--- config.mk ---
export PLATFORM = sky130hd
export DESIGN_NAME = booth_mul4_flat
export DESIGN_NICKNAME = d
export VERILOG_FILES = /design/src/rtl/booth_mul4_pkg.sv /design/src/rtl/booth_mul4_if.sv /design/src/rtl/booth_mul4_adds4.sv /design/src/rtl/booth_mul4.sv /design/src/flat_wrapper.sv
export SDC_FILE = /design/constraint.sdc
export NUM_CORES = 1
export LEC_CHECK = 0
export CORE_ASPECT_RATIO = 1.25
export CORE_MARGIN = 8
export CORE_UTILIZATION = 51
export CTS_BUF_LIST = sky130_fd_sc_hd__clkbuf_4
export CTS_CLUSTER_SIZE = 16
export DETAILED_ROUTE_END_ITERATION = 7
export PLACE_DENSITY = 0.92
export SYNTH_ARGS = -nofsm -noshare
export SYNTH_HDL_FRONTEND = slang
export SYNTH_SLANG_ARGS = --single-unit
--- constraint.sdc ---
create_clock -name clk -period 1.9 [get_ports clk]
set_input_delay 0.57 -clock clk [delete_from_list [all_inputs] [get_ports clk]]
set_output_delay 0.57 -clock clk [all_outputs]
set_load 0.03 [all_outputs]
--- src/rtl/booth_mul4_pkg.sv ---
// Shared types and constants for the booth_mul4 radix-2 Booth multiplier.
package booth_mul4_pkg;

  typedef enum logic [1:0] {
    IDLE = 2'd0,
    CALC = 2'd1,
    DONE = 2'd2
  } state_t;

  localparam int unsigned N      = 4;
  localparam int unsigned PROD_W = 8;
  localparam logic [1:0]  CNT_LAST = 2'(N - 1);

endpackage

--- src/rtl/booth_mul4_if.sv ---
// Operand/result handshake bundle for booth_mul4.
interface booth_mul4_if;
  import booth_mul4_pkg::*;

  logic              in_valid;
  logic              in_ready;
  logic [3:0]        mcand;
  logic [3:0]        mplier;
  logic              out_valid;
  logic              out_ready;
  logic [PROD_W-1:0] prod;

  modport master (
    output in_valid, mcand, mplier, out_ready,
    input  in_ready, out_valid, prod
  );

  modport slave (
    input  in_valid, mcand, mplier, out_ready,
    output in_ready, out_valid, prod
  );
endinterface

--- src/rtl/booth_mul4_adds4.sv ---
// ADDS4: 4-bit add (m=0) / subtract (m=1) stage with signed overflow flag.
module booth_mul4_adds4 (
  input  logic [3:0] a,
  input  logic [3:0] b,
  input  logic       m,
  output logic [3:0] s,
  output logic       v
);

  logic [3:0] b_eff;

  // Two's-complement add/subtract and overflow detection
  always_comb begin
    b_eff = b ^ {4{m}};
    s     = a + b_eff + {3'b000, m};
    v     = (a[3] == b_eff[3]) && (s[3] != a[3]);
  end

endmodule

--- src/rtl/booth_mul4.sv ---
// Sequential radix-2 Booth multiplier, signed 4x4 -> 8 bits, valid/ready on both sides.
// Optional macro BOOTH_MUL4_ZERO_SKIP_EN: zero operands jump straight to DONE.
module booth_mul4
  import booth_mul4_pkg::*;
(
  input  logic          clk,
  input  logic          rst_n,
  booth_mul4_if.slave   bus
);

  state_t     state_r, state_s;
  logic [3:0] acc_r, acc_s;
  logic [3:0] q_r, q_s;
  logic       q1_r, q1_s;
  logic [3:0] mc_r, mc_s;
  logic [1:0] cnt_r, cnt_s;

  logic [3:0] sum_s;
  logic       ovf_s;
  logic       en_s;
  logic [3:0] acc_n_s;
  logic       sgn_s;

  booth_mul4_adds4 u_adds4 (
    .a (acc_r),
    .b (mc_r),
    .m (q_r[0]),
    .s (sum_s),
    .v (ovf_s)
  );

  // State and datapath registers with synchronous active-low reset
  always_ff @(posedge clk) begin
    if (!rst_n) begin
      state_r <= IDLE;
      acc_r   <= 4'h0;
      q_r     <= 4'h0;
      q1_r    <= 1'b0;
      mc_r    <= 4'h0;
      cnt_r   <= 2'd0;
    end else begin
      state_r <= state_s;
      acc_r   <= acc_s;
      q_r     <= q_s;
      q1_r    <= q1_s;
      mc_r    <= mc_s;
      cnt_r   <= cnt_s;
    end
  end

  // Next-state logic and one Booth step per CALC cycle
  always_comb begin
    state_s = state_r;
    acc_s   = acc_r;
    q_s     = q_r;
    q1_s    = q1_r;
    mc_s    = mc_r;
    cnt_s   = cnt_r;

    en_s    = q_r[0] ^ q1_r;
    acc_n_s = en_s ? sum_s : acc_r;
    // Overflow-corrected sign keeps MC=-8 subtraction exact
    sgn_s   = en_s ? (sum_s[3] ^ ovf_s) : acc_r[3];

    case (state_r)
      IDLE: begin
        if (bus.in_valid) begin
          mc_s  = bus.mcand;
          q_s   = bus.mplier;
          acc_s = 4'h0;
          q1_s  = 1'b0;
          cnt_s = 2'd0;
`ifdef BOOTH_MUL4_ZERO_SKIP_EN
          if ((bus.mcand == 4'h0) || (bus.mplier == 4'h0)) begin
            q_s     = 4'h0;
            state_s = DONE;
          end else begin
            state_s = CALC;
          end
`else
          state_s = CALC;
`endif
        end else begin
          state_s = IDLE;
        end
      end
      CALC: begin
        acc_s = {sgn_s, acc_n_s[3:1]};
        q_s   = {acc_n_s[0], q_r[3:1]};
        q1_s  = q_r[0];
        cnt_s = cnt_r + 2'd1;
        if (cnt_r == CNT_LAST) begin
          state_s = DONE;
        end else begin
          state_s = CALC;
        end
      end
      DONE: begin
        if (bus.out_ready) begin
          state_s = IDLE;
        end else begin
          state_s = DONE;
        end
      end
      default: begin
        state_s = IDLE;
      end
    endcase
  end

  assign bus.in_ready  = (state_r == IDLE);
  assign bus.out_valid = (state_r == DONE);
  assign bus.prod      = {acc_r, q_r};

endmodule

--- src/flat_wrapper.sv ---
// flat-port wrapper written by rule: the top's interface ports become plain ports
module booth_mul4_flat import booth_mul4_pkg::*;
  (clk, rst_n, bus_in_valid, bus_mcand, bus_mplier, bus_out_ready, bus_in_ready, bus_out_valid, bus_prod);
  booth_mul4_if bus_i ();
  input  logic clk;
  input  logic rst_n;
  input wire logic [$bits(bus_i.in_valid)-1:0] bus_in_valid;
  input wire logic [$bits(bus_i.mcand)-1:0] bus_mcand;
  input wire logic [$bits(bus_i.mplier)-1:0] bus_mplier;
  input wire logic [$bits(bus_i.out_ready)-1:0] bus_out_ready;
  output wire logic [$bits(bus_i.in_ready)-1:0] bus_in_ready;
  output wire logic [$bits(bus_i.out_valid)-1:0] bus_out_valid;
  output wire logic [$bits(bus_i.prod)-1:0] bus_prod;
  assign bus_i.in_valid = bus_in_valid;
  assign bus_i.mcand = bus_mcand;
  assign bus_i.mplier = bus_mplier;
  assign bus_i.out_ready = bus_out_ready;
  assign bus_in_ready = bus_i.in_ready;
  assign bus_out_valid = bus_i.out_valid;
  assign bus_prod = bus_i.prod;
  booth_mul4 u_core (.clk(clk), .rst_n(rst_n), .bus(bus_i));
endmodule
# --- Yosys cells after proc, flatten, opt, wreduce, memory -nomap -nowiden ---
# Cells that the tools add are included.
# W data, S select, Z words.
op_classes:
  n_mux: 14
  add_sub_neg: 3
  bitwise: 3
  eq_ne: 7
  reduce_logical: 6
ops:
  columns: ["operator", "n"]
  rows:
  - ["$pmux W4 S2", 2]
  - ["$mux W4", 3]
  - ["$mux W2", 3]
  - ["$pmux W2 S3", 1]
  - ["$add A4 B1 Y4", 1]
  - ["$add A4 B4 Y4", 1]
  - ["$eq A2 B2 Y1 const B", 2]
  - ["$pmux W2 S2", 1]
  - ["$reduce_and A2 Y1", 2]
  - ["$xor A4 B4 Y4", 1]
  - ["$mux W1", 3]
  - ["$reduce_and A3 Y1", 1]
  - ["$add A2 B1 Y2 const B", 1]
  - ["$eq A2 B1 Y1 const B", 1]
  - ["$logic_not A2 Y1", 1]
  - ["$ne A2 B1 Y1 const B", 1]
  - ["$ne A2 B2 Y1 const B", 1]
  - ["$pmux W1 S2", 1]
  - ["$reduce_bool A2 Y1", 1]
  - ["$xor A1 B1 Y1", 2]
  - ["$eq A1 B1 Y1", 1]
  - ["$logic_and A1 B1 Y1", 1]
  - ["$ne A1 B1 Y1", 1]
totals:
  register_bits: 17
  output_inout_bits: 10
  wordCells: 40
  inputBits: 12

# --- Logic depth before layout (Yosys ltp) ---
logic_depth:
  depth_word: 8
  ltp_mapped: 7
  depth_no_buf: 6

# --- Cells and area by module ---
# A second synthesis with hierarchy kept.
hier_totals:
  cells_unflattened: 101
  hier_area_um2: 947.2
by_module_without_submodules:
  columns: ["module", "n_inst", "seq_area_each_um2", "area_per_inst_um2", "cells_each"]
  rows:
  - ["booth_mul4", 1, 340.3, 789.5, 85]
  - ["booth_mul4_adds4", 1, 0.0, 157.7, 16]

# --- Worst setup path before layout ---
# Ideal clock, no wire load.
synth_timing:
  path_type: "flip-flop to flip-flop"
  start: "register u_core.q_r[0]"
  end: "register u_core.acc_r[3]"
  arrival_ps: 1685
  period_less_slack_ps: 1755
  path_buffers: 1
  slack_ps: 145
  required_time_ps: 1830
  setup_ps: 70
  path_stages_with_launch: 8
  cell_sequence: "dfxtp_1 > buf_6 > xor2_1 > ha_1 > a21o_1 > a31o_1 > a221o_1 > a21boi_1"
synth_between:
  elab_chain_cells: 8
  elab_cells_between_ends: 12
  classes_between: "add/sub (2); eq/ne (3); mux (2); bitwise (3); reduce/logical (2)"
synth_lines:
  columns: ["element", "line", "text"]
  rows:
  - ["start: declaration", "booth_mul4.sv:13", "logic [3:0] q_r, q_s;"]
  - ["start signal: assignment", "booth_mul4.sv:44", "q_r <= q_s;"]
  - ["$xor A4 B4 Y4", "booth_mul4_adds4.sv:14", "b_eff = b ^ {4{m}};"]
  - ["$add A4 B4 Y4", "booth_mul4_adds4.sv:15", "s = a + b_eff + {3'b000, m};"]
  - ["$add A4 B1 Y4", "booth_mul4_adds4.sv:15", null]
  - ["$ne A1 B1 Y1", "booth_mul4_adds4.sv:16", "v = (a[3] == b_eff[3]) && (s[3] != a[3]);"]
  - ["$logic_and A1 B1 Y1", "booth_mul4_adds4.sv:16", null]
  - ["$xor A1 B1 Y1", "booth_mul4.sv:63", "sgn_s = en_s ? (sum_s[3] ^ ovf_s) : acc_r[3];"]
  - ["$mux W1", "booth_mul4.sv:63", null]
  - ["$pmux W4 S2", "booth_mul4.sv:65", "case (state_r)"]
  - ["end signal: assignment", "booth_mul4.sv:43", "acc_r <= acc_s;"]
  - ["end: declaration", "booth_mul4.sv:12", "logic [3:0] acc_r, acc_s;"]
# Parallel ways exist; a longest one is shown, timed or not. The select of a mux whose other input is x is not followed.
# A chain may end at the register's enable or synchronous reset.

# --- Final worst setup path ---
layout_timing:
  start: "register u_core.q_r[0]"
  end: "register u_core.acc_r[0]"
layout_between:
  elab_chain_cells: 5
  elab_cells_between_ends: 6
  classes_between: "add/sub (2); mux (2); bitwise (2)"
layout_lines:
  columns: ["element", "line", "text"]
  rows:
  - ["$xor A4 B4 Y4", "booth_mul4_adds4.sv:14", null]
  - ["$add A4 B4 Y4", "booth_mul4_adds4.sv:15", null]
  - ["$add A4 B1 Y4", "booth_mul4_adds4.sv:15", null]
  - ["$mux W4 *", "booth_mul4.sv:61", "acc_n_s = en_s ? sum_s : acc_r;"]
  - ["$pmux W4 S2 *", "booth_mul4.sv:65", null]
# Every way passes the cells marked *; elsewhere a longest branch is shown, timed or not.

==> results.json <==
{
  "synth_top_family_by_area": "simple AND/OR/NAND/NOR gates",
  "worstHoldStart": "u_core.mc_r[1]$_SDFFE_PN0P_",
  "via_per_inst": 5.71,
  "dp_slack_ns": -0.242,
  "initial_core_util_pct": 53.6,
  "fin_worst_skew_ns": 0.00354,
  "rr_worst_depth": 6,
  "final_hold_viol_count": 0,
  "yosys_warnings": 0,
  "drc_errors": 0,
  "hold_path_class": "reg -> reg",
  "r2r-end": "u_core.acc_r[0]$_SDFFE_PN0P_",
  "ys_seq_area_share_pct": 35.9,
  "clk_latency_ns": 0.30,
  "num_antenna_cells": 0,
  "crit_buf_inv": 1,
  "critPathLaunch": "u_core.q_r[0]$_SDFFE_PN0P_",
  "numCtsBuffers": 3,
  "rows": 17,
  "die_h_um": 64.2,
  "cts.sinks": 17,
  "cts_resized": 8,
  "fillerInstances": 154,
  "postSynthAreaPerCell_um2": 8.69,
  "postSynthCellCount": 109,
  "die_area_um2": 3500,
  "path_clk_slew_ns": 0.09,
  "path_cells": "buf_4 -> mux2_4 -> fa_1 -> mux2i_1 -> o21ai_0 -> and2_1",
  "worst_slack_ns": 0.0855,
  "max_stage_delay_ns": 0.44,
  "yosysTopAreaCellShare_pct": 35.9,
  "synth_area_leaders": "dfxtp_1, nand2_1, nand3_1",
  "crit_type": "reg -> reg",
  "gp_congestion": 0.746,
  "finalSetupViolations": 0,
  "yosys.area_share.adder_pct": 6.08,
  "core_area_um2": 1770,
  "ir_drop_mv": 0.464,
  "most-common-layout-cells": "nand2_1, dfxtp_1, nand3_1, clkdlybuf4s50_1",
  "area_growth_syn_to_layout_pct": 28.4,
  "cts_hold_buf": 0,
  "drive_above_1_share_pct": 11.2,
  "routed_wl_um": 2300,
  "top_level_ports": 22,
  "cts_tree": "done",
  "post_cts_buffers": 0,
  "synth-xor-area-share_pct": 7.40,
  "cpMaxStageDelayCell": "fa_1",
  "cts_root_buffer": "clkbuf_4",
  "crit_family": "multiplexers",
  "via_count": 874,
  "final_net_count": 151,
  "place_area_um2": 1190,
  "drt.antenna.violating_nets": 0,
  "post-place-cells": 149,
  "antenna_found_initial": 0,
  "cp.arrival_ns": 2.01,
  "start_kind": "register",
  "grt_pass1_wl_um": 3570,
  "crit_path_max_fanout": 7,
  "grt_max_degree": 19,
  "final_common_cell": "nand2_1",
  "htree_levels": 1,
  "p_leak_nw": 0.572,
  "rsz0062_at_grt": "false",
  "synth_nets": 125,
  "slew_viol_final": 0,
  "grt_use_total_pct": 13.2,
  "finalCritPeriodShare_pct": 95.5,
  "r2r-start": "u_core.q_r[0]$_SDFFE_PN0P_",
  "relSlewSlack_pct": 59.3,
  "grt_pass1_vias": 816,
  "ys_seq_elements": 17,
  "fin_crit_ns": 1.81,
  "cellPowerDensity_nw_per_um2": 694,
  "dr.pass1.iters": 4,
  "required_ns": 2.10,
  "p_total_uw": 844,
  "final_cells": 153,
  "yosys.area.top_type": "dfxtp_1",
  "syn-cell-area_um2": 947,
  "fin_area_um2": 1220,
  "avgRoutedWirePerCell_um": 15.0,
  "synthMuxAreaShare_pct": 3.70,
  "ys_types": 32,
  "die_w_um": 54.5,
  "cts_buffer_depth": 2,
  "yosys.area_share.simple_pct": 23.2,
  "crit_path_end_kind": "register",
  "io_buffers": 21,
  "place_hpwl_um": 1680,
  "drt_iter0_drc": 20,
  "grt-ovfl-total": 0,
  "hold_depth": 2,
  "synth_compound_area_share_pct": 19.0,
  "cap_violations": 0,
  "min_to": "u_core.mc_r[1]$_SDFFE_PN0P_",
  "r2r_slack_ns": 0.09,
  "clock.fmax_mhz": 551,
  "status": "completed",
  "tightest_slew_ns": 0.611
}
cells in the mapped netlist:
library cell	n
nor2b_1	3
fa_1	1
mux2i_1	2
xnor2_1	5
or3b_1	1
nor3b_1	1
xor2_1	3
o21ai_0	6
o211ai_1	1
a22oi_1	1
o211a_1	4
a221o_1	1
a31o_1	1
and2_1	3
ha_1	3
buf_6	1
mux2_4	1
dfxtp_1	17
nand2_1	21
o2bb2ai_1	1
buf_2	2
nor2_1	1
a21boi_0	7
a21boi_1	1
nand2b_1	2
and2b_2	1
clkbuf_1	3
inv_1	1
a21o_1	1
nand3b_1	1
nand3_1	11
buf_4	1
kinds of logic (layout without fill, tap and decap cells):
| group | Yosys count | count (layout) |
|---|---|---|
| AOI/OAI and AO/OA | 24 | 24 |
| xor gates and xnor gates | 8 | 8 |
| adders and majority gates | 4 | 4 |
| buffers and inverters | 8 | 33 |
| DFF | 17 | 17 |
| muxes | 3 | 3 |
| and+or+nand+nor | 45 | 45 |
registers in the layout, indices dropped and copies added (netlist names):
name,count
u_core.acc_r,4
u_core.cnt_r,2
u_core.mc_r,4
u_core.q1_r,1
u_core.q_r,4
u_core.state_r,2
worst max path at each step:
| stage | cells after the start | end | slack (ns) |
|---|---|---|---|
| detailed placement | 5 | u_core.acc_r[0]$_SDFFE_PN0P_ | -0.24 |
| floorplan | 7 | u_core.acc_r[3]$_SDFFE_PN0P_ | 0.15 |
| CTS | 1 | bus_prod[7] | 0.01 |
| finish | 6 | u_core.acc_r[0]$_SDFFE_PN0P_ | 0.09 |
| global placement | 5 | u_core.acc_r[0]$_SDFFE_PN0P_ | -0.19 |
| global route | 6 | u_core.acc_r[3]$_SDFFE_PN0P_ | 0.02 |
layout make-up:
| cell class | instances | area, um^2 | area share, % |
|---|---|---|---|
| multi-input cells | 84 | 566 | 46.5 |
| flip-flops and latches | 17 | 340 | 28.0 |
| repair buffers | 28 | 253 | 20.8 |
| well taps | 19 | 23.8 | 1.95 |
| inverters | 1 | 3.75 | 0.309 |
| clock buffers | 4 | 30.0 | 2.47 |
stage by stage:
stage                     hold slack [ns]  TNS (ns)  util (%)
after floorplan                     0.455         0         -
after global placement              0.465     -1.96      67.5
after detailed placement            0.478     -2.48      67.5
after CTS                           0.492         0      68.6
after global routing                0.514         0      68.9
final                               0.490         0      68.9
routing by layer:
layer | GRT usage, % | vias to the layer above | share of wire [%]
li1 | - | 425 | -
met1 | 13.9 | 415 | 40
met2 | 23.6 | 29 | 53
met3 | 2.08 | 5 | 5.4
met4 | 6.48 | 0 | 2.0
met5 | 0 | - | 0
where the power goes:
part           internal [mW]  switching (mW)  total, mW
Sequential             0.379          0.0225      0.401
Clock                 0.0962           0.118      0.214
Combinational          0.108           0.121      0.229
worst reg2reg max path, delay by kind of cell, from the launching register on:
family	cells	cell delay, ns
muxes	2	0.44
adders and majority gates	1	0.44
DFF	1	0.36
and+or+nand+nor	1	0.20
buffers and inverters	1	0.18
AOI/OAI and AO/OA	1	0.10
(Power assumes the default switching activity.)
